===== config.mk =====
export PLATFORM = sky130hd
export DESIGN_NAME = led_arbiter
export DESIGN_NICKNAME = d
export VERILOG_FILES = /design/src/rtl/led_arbiter.sv
export SDC_FILE = /design/constraint.sdc
export NUM_CORES = 1
export LEC_CHECK = 0
export CAP_MARGIN = 20
export CORE_MARGIN = 1
export CORE_UTILIZATION = 45
export CTS_CLUSTER_SIZE = 12
export DETAILED_ROUTE_END_ITERATION = 16
export PLACE_DENSITY = 0.65
export SETUP_SLACK_MARGIN = 0.2
export SLEW_MARGIN = 20
export SYNTH_ARGS = -nofsm -noshare
export SYNTH_HDL_FRONTEND = slang
export SYNTH_SLANG_ARGS = --single-unit

===== constraint.sdc =====
create_clock -name clk -period 3.3 [get_ports clk]
set_input_delay 0.66 -clock clk [delete_from_list [all_inputs] [get_ports clk]]
set_output_delay 0.66 -clock clk [all_outputs]
set_load 0.05 [all_outputs]

===== src/rtl/led_arbiter.sv =====
// -----------------------------------------------------------------------------
// led_arbiter
//   Shares the two board LEDs between several on-chip requesters. A fixed
//   priority arbiter (index 0 highest) picks one owner and latches its mode at
//   grant time. A free-running prescaler produces a tick that advances a 3-bit
//   phase counter, and the latched mode turns that phase into a blink pattern.
//   Each grant is held for at least MIN_HOLD_TICKS ticks before it can be
//   preempted or released.
//
// Ports
//   clk    : system clock
//   rst_   : asynchronous active-low reset
//   req    : level request per requester
//   mode   : 2-bit pattern per requester, requester i uses mode[2i+1:2i]
//   grant  : one-hot current owner, zero when idle
//   busy   : high while an owner holds the LEDs
//   led    : registered LED drive, ice_led[1:0]
// -----------------------------------------------------------------------------
module led_arbiter #(
    parameter int REQ_COUNT      = 4,
    parameter int TICK_LOG2      = 20,
    parameter int MIN_HOLD_TICKS = 8
) (
    input  logic                   clk,
    input  logic                   rst_,
    input  logic [REQ_COUNT-1:0]   req,
    input  logic [2*REQ_COUNT-1:0] mode,
    output logic [REQ_COUNT-1:0]   grant,
    output logic                   busy,
    output logic [1:0]             led
);

    typedef enum logic [1:0] {
        ST_IDLE = 2'd0,
        ST_HOLD = 2'd1,
        ST_OPEN = 2'd2
    } state_t;

    state_t                 r_state;
    state_t                 w_state_next;
    logic [TICK_LOG2-1:0]   r_presc;
    logic [2:0]             r_phase;
    logic [7:0]             r_hold;
    logic [7:0]             w_hold_next;
    logic [REQ_COUNT-1:0]   r_grant;
    logic [REQ_COUNT-1:0]   w_grant_next;
    logic [1:0]             r_mode;
    logic [1:0]             r_led;
    logic [1:0]             w_pattern;

    logic                   w_tick;
    logic                   w_load;
    logic [REQ_COUNT-1:0]   w_first;
    logic [REQ_COUNT-1:0][1:0] w_mode_masked;
    logic [1:0]             w_first_mode;
    logic                   w_any_req;
    logic                   w_owner_req;
    logic                   w_other_req;
    logic                   w_higher_req;

    assign w_tick = &r_presc;

    // Two's-complement trick isolates the lowest set request bit, which is
    // the highest-priority requester, as a one-hot vector.
    assign w_first = req & ((~req) + REQ_COUNT'(1));

    // Mode of the winning requester: mask every slot by its one-hot select
    // bit, then OR the masked slots together.
    generate
        for (genvar gi = 0; gi < REQ_COUNT; gi++) begin : g_mode_mask
            assign w_mode_masked[gi] = mode[2*gi +: 2] & {2{w_first[gi]}};
        end
    endgenerate

    always_comb begin
        w_first_mode = 2'b00;
        for (int i = 0; i < REQ_COUNT; i++) begin
            w_first_mode = w_first_mode | w_mode_masked[i];
        end
    end

    assign w_any_req    = |req;
    assign w_owner_req  = |(req & r_grant);
    assign w_other_req  = |(req & ~r_grant);
    // With a one-hot grant, grant-1 is the mask of all higher-priority slots.
    assign w_higher_req = |(req & (r_grant - REQ_COUNT'(1)));

    // Next-state / grant decision
    always_comb begin
        w_state_next = r_state;
        w_grant_next = r_grant;
        w_hold_next  = r_hold;
        w_load       = 1'b0;

        case (r_state)
            ST_IDLE: begin
                if (w_any_req) begin
                    w_load = 1'b1;
                end
            end
            ST_HOLD: begin
                if (w_tick) begin
                    w_hold_next = r_hold + 8'd1;
                    if (r_hold + 8'd1 == 8'(MIN_HOLD_TICKS)) begin
                        w_state_next = ST_OPEN;
                    end
                end
            end
            ST_OPEN: begin
                if (w_higher_req || (!w_owner_req && w_other_req)) begin
                    w_load = 1'b1;
                end else if (!w_owner_req) begin
                    w_grant_next = '0;
                    w_state_next = ST_IDLE;
                end
            end
            default: begin
                w_grant_next = '0;
                w_state_next = ST_IDLE;
            end
        endcase

        if (w_load) begin
            w_grant_next = w_first;
            w_hold_next  = 8'd0;
            w_state_next = ST_HOLD;
        end
    end

    // Pattern from the latched mode and the current phase
    always_comb begin
        w_pattern = 2'b00;
        case (r_mode)
            2'd0:    w_pattern = 2'b11;
            2'd1:    w_pattern = {2{r_phase[2]}};
            2'd2:    w_pattern = {2{r_phase[0]}};
            default: w_pattern = {~r_phase[1], r_phase[1]};
        endcase
    end

    always_ff @(posedge clk or negedge rst_) begin
        if (!rst_) begin
            r_state <= ST_IDLE;
            r_presc <= '0;
            r_phase <= 3'd0;
            r_hold  <= 8'd0;
            r_grant <= '0;
            r_mode  <= 2'b00;
            r_led   <= 2'b00;
        end else begin
            r_state <= w_state_next;
            r_presc <= r_presc + TICK_LOG2'(1);
            r_hold  <= w_hold_next;
            r_grant <= w_grant_next;
            // A grant restarts the pattern even if a tick lands on the same edge.
            if (w_load) begin
                r_phase <= 3'd0;
                r_mode  <= w_first_mode;
            end else if (w_tick) begin
                r_phase <= r_phase + 3'd1;
            end
            // LED follows the registered owner/mode/phase one cycle later.
            r_led <= (r_grant != '0) ? w_pattern : 2'b00;
        end
    end

    assign grant = r_grant;
    assign busy  = (r_state != ST_IDLE);
    assign led   = r_led;

endmodule


* Word level (Yosys, flattened, before mapping)
Index checks and enable logic that the tools add are counted.
** Cells by class
- Mux-type cells :: 20
- Reductions and logical operators :: 18
- Eq/ne operators :: 11
- Bitwise gates (word level) :: 14
- Add/sub/neg operators :: 5
** Operators with widths (number)
- $mux 8 :: 3
- $add 20x1->20 const B :: 1
- $reduce_and 20->1 :: 1
- $and 4x4->4 :: 4
- $reduce_or 4->1 :: 4
- $mux 2 :: 6
- $mux 4 :: 3
- $ne 3x3->1 const B :: 4
- $pmux 2 s3 :: 2
- $add 8x1->8 const B :: 1
- $and 2x2->2 :: 4
- $eq 8x4->1 const B :: 1
- $not 4->4 :: 2
- $pmux 4 s2 :: 1
- $mux 3 :: 2
- $or 2x2->2 :: 3
- $reduce_bool 2->1 :: 3
- $reduce_and 5->1 :: 1
- $add 4x1->4 const B :: 1
- $eq 2x1->1 const B :: 2
- $eq 2x2->1 const B :: 2
- $logic_not 2->1 :: 2
- $reduce_bool 4->1 :: 1
- $sub 4x1->4 const B :: 1
- 12 further kinds :: 13
** Storage, ports and cells
- Output and inout bits :: 7
- Logic and storage cells :: 75
- Bits of input ports :: 14
- Register bits after elaboration :: 41

* Longest topological paths before layout
- Word-level depth :: 9
- Depth in mapped cells :: 8
- Gate-level depth less buffers :: 7

* Worst setup path before layout
Ideal clock, no wire load.
- Kind :: register to register
- From :: register r_grant[0], in the netlist grant[0]
- To :: register r_mode[0]
- Buffers on the path :: 0
- Data arrival time :: 2314 ps
- Cell stages (with the launch flop) :: 8
- Slack :: 861 ps
- Required time :: 3175 ps
- Clock period less this slack :: 2439 ps
- Library setup time :: 125 ps
- Path through :: dfrtp_1 inv_1 ha_1 xor2_1 a221o_1 o311ai_4 nand2_2 mux2_4
** Between the ends
- Word-level cells in the longest chain between the ends :: 7
- Elaborated cells on any way between the ends :: 13
- Those cells by class :: add/sub: 1; mux: 2; bitwise: 4; reduce/logical: 6
** Ends and longest elaborated chain
- start: declaration :: RTL line 45 : logic [REQ_COUNT-1:0] r_grant;
- start signal: assignment :: RTL line 154 : r_grant <= w_grant_next;
- parallel branches: the longest is 4 deep, another holds $sub 4x1->4
- $logic_or 1x1->1 (*) :: RTL line 110 : if (w_higher_req || (!w_owner_req && w_other_req)) begin
- $mux 1 (*) :: RTL line 110
- $pmux 1 s2 (*) :: RTL line 95 : case (r_state)
- end signal: assignment :: RTL line 158 : r_mode <= w_first_mode;
- end: declaration :: RTL line 47 : logic [1:0] r_mode;
Every way passes the cells marked *.
A chain may end at the register's enable or synchronous reset.

* Worst setup path after layout
- From :: input port req[1]
- To :: register r_mode[0]
** Between the ends
- Word-level cells in the longest chain between the ends :: 7
- Elaborated cells on any way between the ends :: 22
- Those cells by class :: add/sub: 1; mux: 3; bitwise: 11; reduce/logical: 7
** Ends and longest elaborated chain
- start: declaration :: RTL line 26 : input logic [REQ_COUNT-1:0] req,
- $not 4->4 / $and 4x4->4 (equally long branches) :: RTL line 65, 83
- $add 4x1->4 / $reduce_or 4->1 (equally long branches) :: RTL line 65, 83
- $and 4x4->4 / $logic_not 1->1 (equally long branches)
- $and 2x2->2 / $logic_and 1x1->1 (equally long branches) :: RTL line 71, 110
- $or 2x2->2 / $logic_or 1x1->1 (equally long branches) :: RTL line 78, 110
- $or 2x2->2 / $mux 1 (equally long branches) :: RTL line 78, 110
- $or 2x2->2 / $pmux 1 s2 (equally long branches) :: RTL line 78, 95
Parallel ways exist; a longest one is shown, timed or not.

==> out/results.ini <==
[route]
finalWirelength_um=4218
remaining_drc_errors=0
drt-vias-per-instance=5.742
vias=1602
drtIter0Drc=86
first_pass_iters=7
final_antenna_net_count=0
wl_per_cell_um=15.12

[synth]
syn_avg_cell_area_um2=10.64
seq_area_frac_synth_pct=47.73
ys_ff_latch=41
syn_nets=221
yosysTopAreaCell=dfrtp_1
syn_inst=202
synth.area.top_cells=dfrtp_1 (48%), xnor2_1 (6.1%), xor2_1 (4.1%), ha_1 (2.9%), nand3_1 (2.8%)
yosysWarnings=0
synth.top_cell.area_share_pct=47.73
synth.distinct_cells=49
netlist_area_um2=2150

[sta]
fin_skew_ns=0.003723
hold_viol_final=0
post-route-min-period_ns=2.645
max_freq_mhz=378.1
setup_viol=0
rsz0062_at_grt=no
setup_tns_ns=0
slew_headroom_pct=40.90
timing.hold.ws_ns=0.4793
tightest_slew_ns=0.8865
fin_crit_sh_pct=80.15
final_max_slew_viol_count=0

[cells_and_area]
area_growth_pct=15.77
drive_above_1_share_pct=10.13
final_common_cell=dfrtp_1
nFillCells=391
mostFrequentLayoutCells=dfrtp_1 (41), clkdlybuf4s50_1 (19), xnor2_1 (15)
final-seq-area_um2=1026
multiInputGateArea_um2=1067
layout.nets=246
diodes=0

[placed_design]
dpl.hpwl_um=3067
portBuffers=20
gp_congestion=0.7789

[power_and_ir_drop]
max-vdd-ir-drop_mv=0.3760
power_density_nw_per_um2=588.3
p_leak_nw=1.162

[clock_tree]
clk_path_buf_depth=2
cts_tree=yes
cts_buffers=5
root_buffer=clkbuf_8
cts_resized=0
htreeDepth=2
post_cts_buffers=0
clk_pin_slew_worst_paths_ns=0.08
cts.sinks=41
ctsHoldBuffers=0
worstSkewPairLatency_ns=0.29

[worst_setup_path]
ff2ff_setup_slack_ns=0.84
worstReg2RegStart=grant[0]$_DFFE_PN0P_
crit_path_end_kind=register
critPathMaxFanout=14
cp.arrival_ns=2.83
worstPathRequired_ns=3.48
critPathSlowestCell=clkdlybuf4s50_1
slowest_delay_ns=0.51
startpoint=req[1]
setup.worst_path.start_class=primary input
crit_type=primary input to register
worstPathCellList=clkdlybuf4s50_1 > or2_2 > o311a_1 > o311ai_4 > nand2_2 > mux2_4
reg2reg_depth=7

[global_routing]
grt_max_degree=42
antenna_found_initial=0
grt.total_usage_pct=18.80
grt_overflow=0
grt_pass1_wl_um=7245
grt_pass1_vias=1598

[floorplanning]
die-area_um2=5057
die_h_um=71.12
ios=21
start_util_pct=48.04
rows=24
core_um2=4474
die_x_um=71.12

[min_path]
min_path_type=primary input to asynchronous set/reset pin

[status]
status=finished clean

[run]
maxCapViolCount=0

cell usage after synthesis (all sizes together):
| master | number |
|---|---|
| a211oi | 2 |
| mux2 | 4 |
| o21bai | 2 |
| a221o | 3 |
| o31a | 1 |
| buf | 1 |
| a21o | 2 |
| or3 | 1 |
| nand2b | 1 |
| or2 | 1 |
| a22oi | 4 |
| o21ai | 5 |
| and3 | 7 |
| or4 | 1 |
| o311ai | 1 |
| o32ai | 1 |
| o311a | 1 |
| dfrtp | 41 |
| nor3b | 2 |
| nand3 | 12 |
| a22o | 4 |
| and2 | 1 |
| a311oi | 1 |
| ha | 5 |
| or3b | 1 |
| xnor2 | 15 |
| and4 | 3 |
| nand4 | 6 |
| a21oi | 8 |
| a31oi | 1 |
| nor4 | 1 |
| nand2 | 16 |
| nor2b | 5 |
| xor2 | 10 |
| nor2 | 13 |
| o22ai | 2 |
| clkbuf | 2 |
| o2111ai | 1 |
| inv | 10 |
| nor3 | 3 |
| o31ai | 1 |
metal layers:
layer,vias to the layer above,global-route usage [%],share of wire (%)
met2,48,33.12,48
met1,768,21.75,45
met3,10,4.274,4.4
li1,776,-,-
met5,-,0,0
met4,0,8.667,2.1
report_power, final:
part	switching (mW)	total (mW)	leakage (nW)	internal [mW]
Sequential	0.0588	0.611	0.544	0.552
Clock	0.170	0.335	0.0433	0.165
Combinational	0.316	0.518	0.574	0.201
Total	0.545	1.46	1.16	0.919
worst paths after layout:
kind	end
setup / recovery	r_mode[0]$_DFFE_PN0N_
setup reg to reg	r_mode[0]$_DFFE_PN0N_
min in group clk	r_presc[19]$_DFF_PN0_
max in group asynchronous	r_presc[9]$_DFF_PN0_
hold / removal	r_presc[13]$_DFF_PN0_
hold reg to reg	r_presc[19]$_DFF_PN0_
sequential cells by signal (all words and copies together), names as in the netlist:
register and count:
led 2, grant 4, r_phase 3, r_hold 8, r_mode 2, r_state 2
r_presc 20
per-stage QoR:
| step | worst slack (ns) | cells | total power, mW | cell area, um2 | utilization (%) |
|---|---|---|---|---|---|
| final | 0.6552 | 279 | 1.464 | 2489 | 55.62 |
| after global routing | 0.6125 | 279 | 1.543 | 2489 | 55.62 |
| after CTS | 0.6858 | 279 | 1.481 | 2489 | 55.62 |
| after detailed placement | 0.3693 | 272 | 1.140 | 2399 | 53.61 |
| after global placement | 0.4444 | 272 | 1.124 | 2399 | 53.61 |
| after floorplan | 0.8609 | 202 | 0.9794 | 2150 | - |
final cells by class:
class,instances,share of cell area [%]
Clock buffer,6,3.318
Multi-Input combinational cell,148,42.89
Sequential cell,41,41.23
Timing Repair Buffer,21,8.145
Tap cell,52,2.614
Clock inverter,1,0.3017
Inverter,10,1.508
critical path: cells and delay by family:
family          cells  cell delay [ns]
mux                 1             0.37
simple gates        2             0.65
buf+inv             1             0.51
compound gates      2             0.63
cell families after synthesis:
family | count (synthesis) | share of synthesized area (%)
AND/OR/NAND/NOR | 74 | 19.50
flip-flops | 41 | 47.73
AO/OA/AOI/OAI | 40 | 14.61
XOR/XNOR | 25 | 10.19
buffers and inverters | 13 | 2.620
adder cells (fa/ha/maj) | 5 | 2.910
multiplexers | 4 | 2.445
(Power assumes the default switching activity.)
==> patch 1, RTL diff (same settings) <==
The 3 states of `state_t` get a one-hot encoding in 3 bits.
--- a/src/rtl/led_arbiter.sv
+++ b/src/rtl/led_arbiter.sv
@@ -30,10 +30,10 @@
     output logic [1:0]             led
 );
 
-    typedef enum logic [1:0] {
-        ST_IDLE = 2'd0,
-        ST_HOLD = 2'd1,
-        ST_OPEN = 2'd2
+    typedef enum logic [2:0] {
+        ST_IDLE = 3'b001,
+        ST_HOLD = 3'b010,
+        ST_OPEN = 3'b100
     } state_t;
 
     state_t                 r_state;
Formal check against the unedited RTL: same outputs for any inputs over 10 cycles, from zero or initial values and one cycle with rst_ low; not proved beyond that.
==> patch 1 against the unedited design <==
  * Total power down 0.47%
  * Sequential cell count up 1
  * Design area up 3.7%
  * Via count down 0.12%
  * Area after synthesis up 5.6%
  * Highest routed layer unchanged
  * Largest power group unchanged
  * Worst setup slack worse by 0.13 ns
  * Cell count up 9.0%
  * Routed wire length down 8.3%
==> patch 1: results <==
group,metric,value,unit
critical_path,startpoint,"r_state[0]",
yosys,ys_types,48,
final_layout,final_layout_size_suffix_gt1_share,11.8,%
critical_path,cp-endpoint,"busy",
global_route,grt_util_all_layers,16.6,%
timing,finalClockSkew,0.00662,ns
pwr,vdd_drop_max,0.389,mV
placement,hpwl,2800,um
clock_network,cts_max_level,2,
global_route,grt_start_max_net_pins,43,
timing,worst_slew_pin_slew,0.921,ns
yosys,muxShareOfSynthArea,3.97,%
yosys,yosys.area_share.xor_xnor,9.65,%
drt,first_pass_iters,4,
critical_path,crit_arrival,2.11,ns
final_layout,finish.net_count,255,
run_status,run_status,"completed",
drt,via_per_inst,5.26,
floorplanning,dieArea,5330,um^2
yosys,synth_area_leaders,"dfrtp_1 (45%), xnor2_1 (6.9%), nand2_1 (3.8%)",
placement,place_area,2490,um^2
pwr,leakage,0.00112,uW
global_route,grt_pass1_vias,1519,
yosys,ys_top_cells_by_count,"dfrtp_1 (41), nand2_1 (23), xnor2_1 (18)",
final_layout,final_cells,304,
drt,wl,3870,um
hold_path,min_path_type,"reg -> reg",
drt,drt-initial-drc-count,53,
global_route,grt_pass1_wl,6800,um
yosys,yosysSeqAreaShare,46.4,%
clock_network,cts-root-buf,"clkbuf_8",
yosys,synthAdderAreaFrac,2.76,%
yosys,synth_nets,234,
critical_path,r2r-start,"grant[1]",
critical_path,crit_fanout,6,
placement,port_buffers,20,
placement,gp_congestion,0.791,
yosys,synth_cells,215,
yosys,synth_compound_area_share,13.4,%
yosys,ys_warn_count,0,
yosys,async_reset_ff_share,100,%
## patch 1: changes by cell type after synthesis, sizes merged, moves of 3 or more
| cell | before | now |
|---|---|---|
| a22o | 4 | 0 |
| a31o | 0 | 3 |
| and3 | 7 | 4 |
| buf | 1 | 7 |
| mux2i | 0 | 6 |
| nand2 | 16 | 23 |
| nor3 | 3 | 6 |
| or2 | 1 | 4 |
| xnor2 | 15 | 18 |
| xor2 | 10 | 7 |
## patch 1: final cells by class
| class | instances | area (um^2) |
|---|---|---|
| clock buffers | 6 | 72.6 |
| clock inverters | 2 | 13.8 |
| fillers | 444 | 2210 |
| inverters | 11 | 41.3 |
| multi-input cells | 155 | 1110 |
| flip-flops and latches | 42 | 1050 |
| well taps | 67 | 83.8 |
| repair buffers | 21 | 203 |
## patch 1: worst max-delay path: stages, from the launching register on
cell and delay, ns:
dfstp_2 0.61, or3b_2 0.50, clkdlybuf4s50_1 0.72
## patch 1: power by group
| part | leakage, uW | total [uW] | internal [uW] | switching (uW) |
|---|---|---|---|---|
| sequential | 0.000560 | 625 | 567 | 58.5 |
| combinational | 0.000517 | 506 | 201 | 305 |
| clock | 0.0000452 | 326 | 149 | 176 |
| total | 0.00112 | 1460 | 918 | 540 |
## patch 1: through the flow
stage / worst slack, ns / total power, uW
2_1_floorplan: 0.920 / 1040
3_3_place_gp: 0.257 / 1140
3_5_place_dp: 0.230 / 1150
4_1_cts: 0.515 / 1480
5_1_grt: 0.328 / 1550
6_report: 0.526 / 1460
## patch 1: worst min path at each step
stage / startpoint / endpoint / slack (ns) / depth (start not counted)
3_5_place_dp: r_presc[16] / r_presc[16] / 0.46 / 1
2_1_floorplan: rst_ / grant[0] / 0.36 / 0
4_1_cts: r_presc[4] / r_presc[4] / 0.48 / 1
6_report: r_presc[4] / r_presc[4] / 0.47 / 1
5_1_grt: r_presc[4] / r_presc[4] / 0.50 / 1
3_3_place_gp: r_presc[4] / r_presc[4] / 0.45 / 1
## patch 1: per-layer routing
metal,routed length [um],share of wire (%),vias to the layer above,track usage (%)
met1,1890,49,769,22.5
li1,-,-,797,-
met3,127,3.3,5,3.87
met2,1810,47,29,26.2
met5,0,0,-,0
met4,44,1.1,0,5.23
## patch 1: logic make-up (layout without fill, tap and decap cells)
kind of cell | count (synthesis) | in the layout
flops | 42 | 42
mux | 8 | 8
compound gates | 36 | 36
xor+xnor | 25 | 25
simple gates | 81 | 81
buf+inv | 18 | 40
fa+ha+maj | 5 | 5
==> patch 2, RTL diff (config.mk and constraints unchanged) <==
Without the edit above. The parameter `TICK_LOG2` goes from 20 to 40.
--- a/src/rtl/led_arbiter.sv
+++ b/src/rtl/led_arbiter.sv
@@ -18,7 +18,7 @@
 // -----------------------------------------------------------------------------
 module led_arbiter #(
     parameter int REQ_COUNT      = 4,
-    parameter int TICK_LOG2      = 20,
+    parameter int TICK_LOG2      = 40,
     parameter int MIN_HOLD_TICKS = 8
 ) (
     input  logic                   clk,
Formal check against the unedited RTL: same outputs for any inputs over 10 cycles, from zero or initial values and one cycle with rst_ low; that may be too few to reach the edited logic, so the function may still have changed.
==> patch 2 against the unedited design <==
  * First-iteration DRC count is 78% higher
  * Area after synthesis grew 46%
  * Design area rose by 45%
  * Sequential cell count increased by 20
  * Critical path depth is 4 lower
  * Clock skew rose by 0.0081 ns
  * Worst setup slack better by 0.16 ns
  * Cell count is 51% higher
  * Routed wire length up 40%
  * Synthesized cell count rose by 53%
  * Count of clock-buffer cells in the layout increased by 8
  * Total power increased by 14%
==> patch 2: results <==
group,metric,value,unit
global_route,grt_start_max_net_pins,24,
global_route,grt_util_all_layers,18.1,%
drt,first_pass_iters,4,
critical_path,critical_path.max_stage_delay,0.70,ns
drt,wl,5920,um
yosys,synth_area_leaders,"dfrtp_1 (49%), xnor2_1 (6.7%), xor2_1 (5.0%)",
run_status,run_status,"completed",
yosys,yosys.area_share.xor_xnor,11.7,%
clock_network,cts_max_level,3,
drt,routedWlPerCell,14.0,um
placement,hpwl,4140,um
global_route,grtUsageMet2,25.5,%
global_route,grtUsageMet3,4.43,%
critical_path,crit_fanout,8,
yosys,ys_top_cells_by_count,"dfrtp_1 (61), nand2_1 (39), nor2_1 (29)",
pwr,vdd_drop_max,0.192,mV
placement,gp_congestion,0.837,
placement,place_inst,407,
drt,drt-initial-drc-count,153,
yosys,yosysSeqAreaShare,48.5,%
global_route,grt_pass1_wl,10200,um
yosys,synth_nets,329,
yosys,synth_compound_area_share,9.62,%
yosys,synthAdderAreaFrac,1.99,%
global_route,met1_usage,26.1,%
final_layout,finish.net_count,357,
[patch 2: cell types whose count changed after synthesis, sizes merged, moves of 3 or more]
| cell | delta |
|---|---|
| a21oi | -3 |
| and3 | -5 |
| dfrtp | +20 |
| inv | +3 |
| nand2 | +23 |
| nand3 | +3 |
| nand4 | +9 |
| nor2 | +16 |
| nor2b | -3 |
| nor3 | +10 |
| nor4 | +5 |
| o21ai | +5 |
| xnor2 | +9 |
| xor2 | +8 |
[patch 2: path summary, 6_finish.rpt]
path / depth (start not counted) / slack, ns / to / startpoint
worst max-delay path: 2 / 0.81 / busy / r_state[0]
worst min-delay path: 1 / 0.28 / r_presc[34] / rst_
worst max register to register: 7 / 1.05 / grant[3] / grant[0]
worst min register to register: 1 / 0.45 / r_presc[0] / r_presc[0]
max in group asynchronous: 2 / 2.36 / r_presc[7] / rst_
min in group clk: 1 / 0.45 / r_presc[0] / r_presc[0]
[patch 2: cells by family after synthesis]
kind of cell | count (synthesis)
AND/OR/NAND/NOR | 136
flip-flops | 61
AO/OA/AOI/OAI | 42
XOR/XNOR | 42
buffers and inverters | 20
adder cells (fa/ha/maj) | 5
multiplexers | 4
[patch 2: worst max-delay path, delay by kind of cell, from the launching register on]
family                 cells  cell delay (ns)
buffers and inverters      1             0.70
flip-flops                 1             0.46
AND/OR/NAND/NOR            1             0.32
[patch 2: per-layer routing]
metal | routed length, um | vias to the layer above
li1 | - | 1148
met1 | 2940 | 1110
met2 | 2640 | 44
met3 | 232 | 7
met4 | 97 | 0
met5 | 0 | -
[patch 2: power by group]
| part | total (uW) | internal [uW] | switching, uW |
|---|---|---|---|
| Combinational | 200 | 80.3 | 120 |
| Sequential | 794 | 771 | 22.4 |
| Clock | 670 | 387 | 282 |
| Total | 1660 | 1240 | 425 |
[patch 2: layout make-up]
| cell class | count | area [um^2] |
|---|---|---|
| fill | 621 | 3140 |
| sequential | 61 | 1530 |
| multi-input combinational | 229 | 1520 |
| timing repair buffer | 24 | 225 |
| clock buffer | 14 | 163 |
| tap | 80 | 100 |
| inverter | 13 | 48.8 |
| clock inverter | 1 | 30.0 |
[patch 2: per-stage QoR]
stage	power, uW	worst slack, ns
5_1_grt	1740	0.694
4_1_cts	1680	0.800
3_5_place_dp	1010	0.541
2_1_floorplan	929	0.938
3_3_place_gp	1010	0.553
6_report	1660	0.813
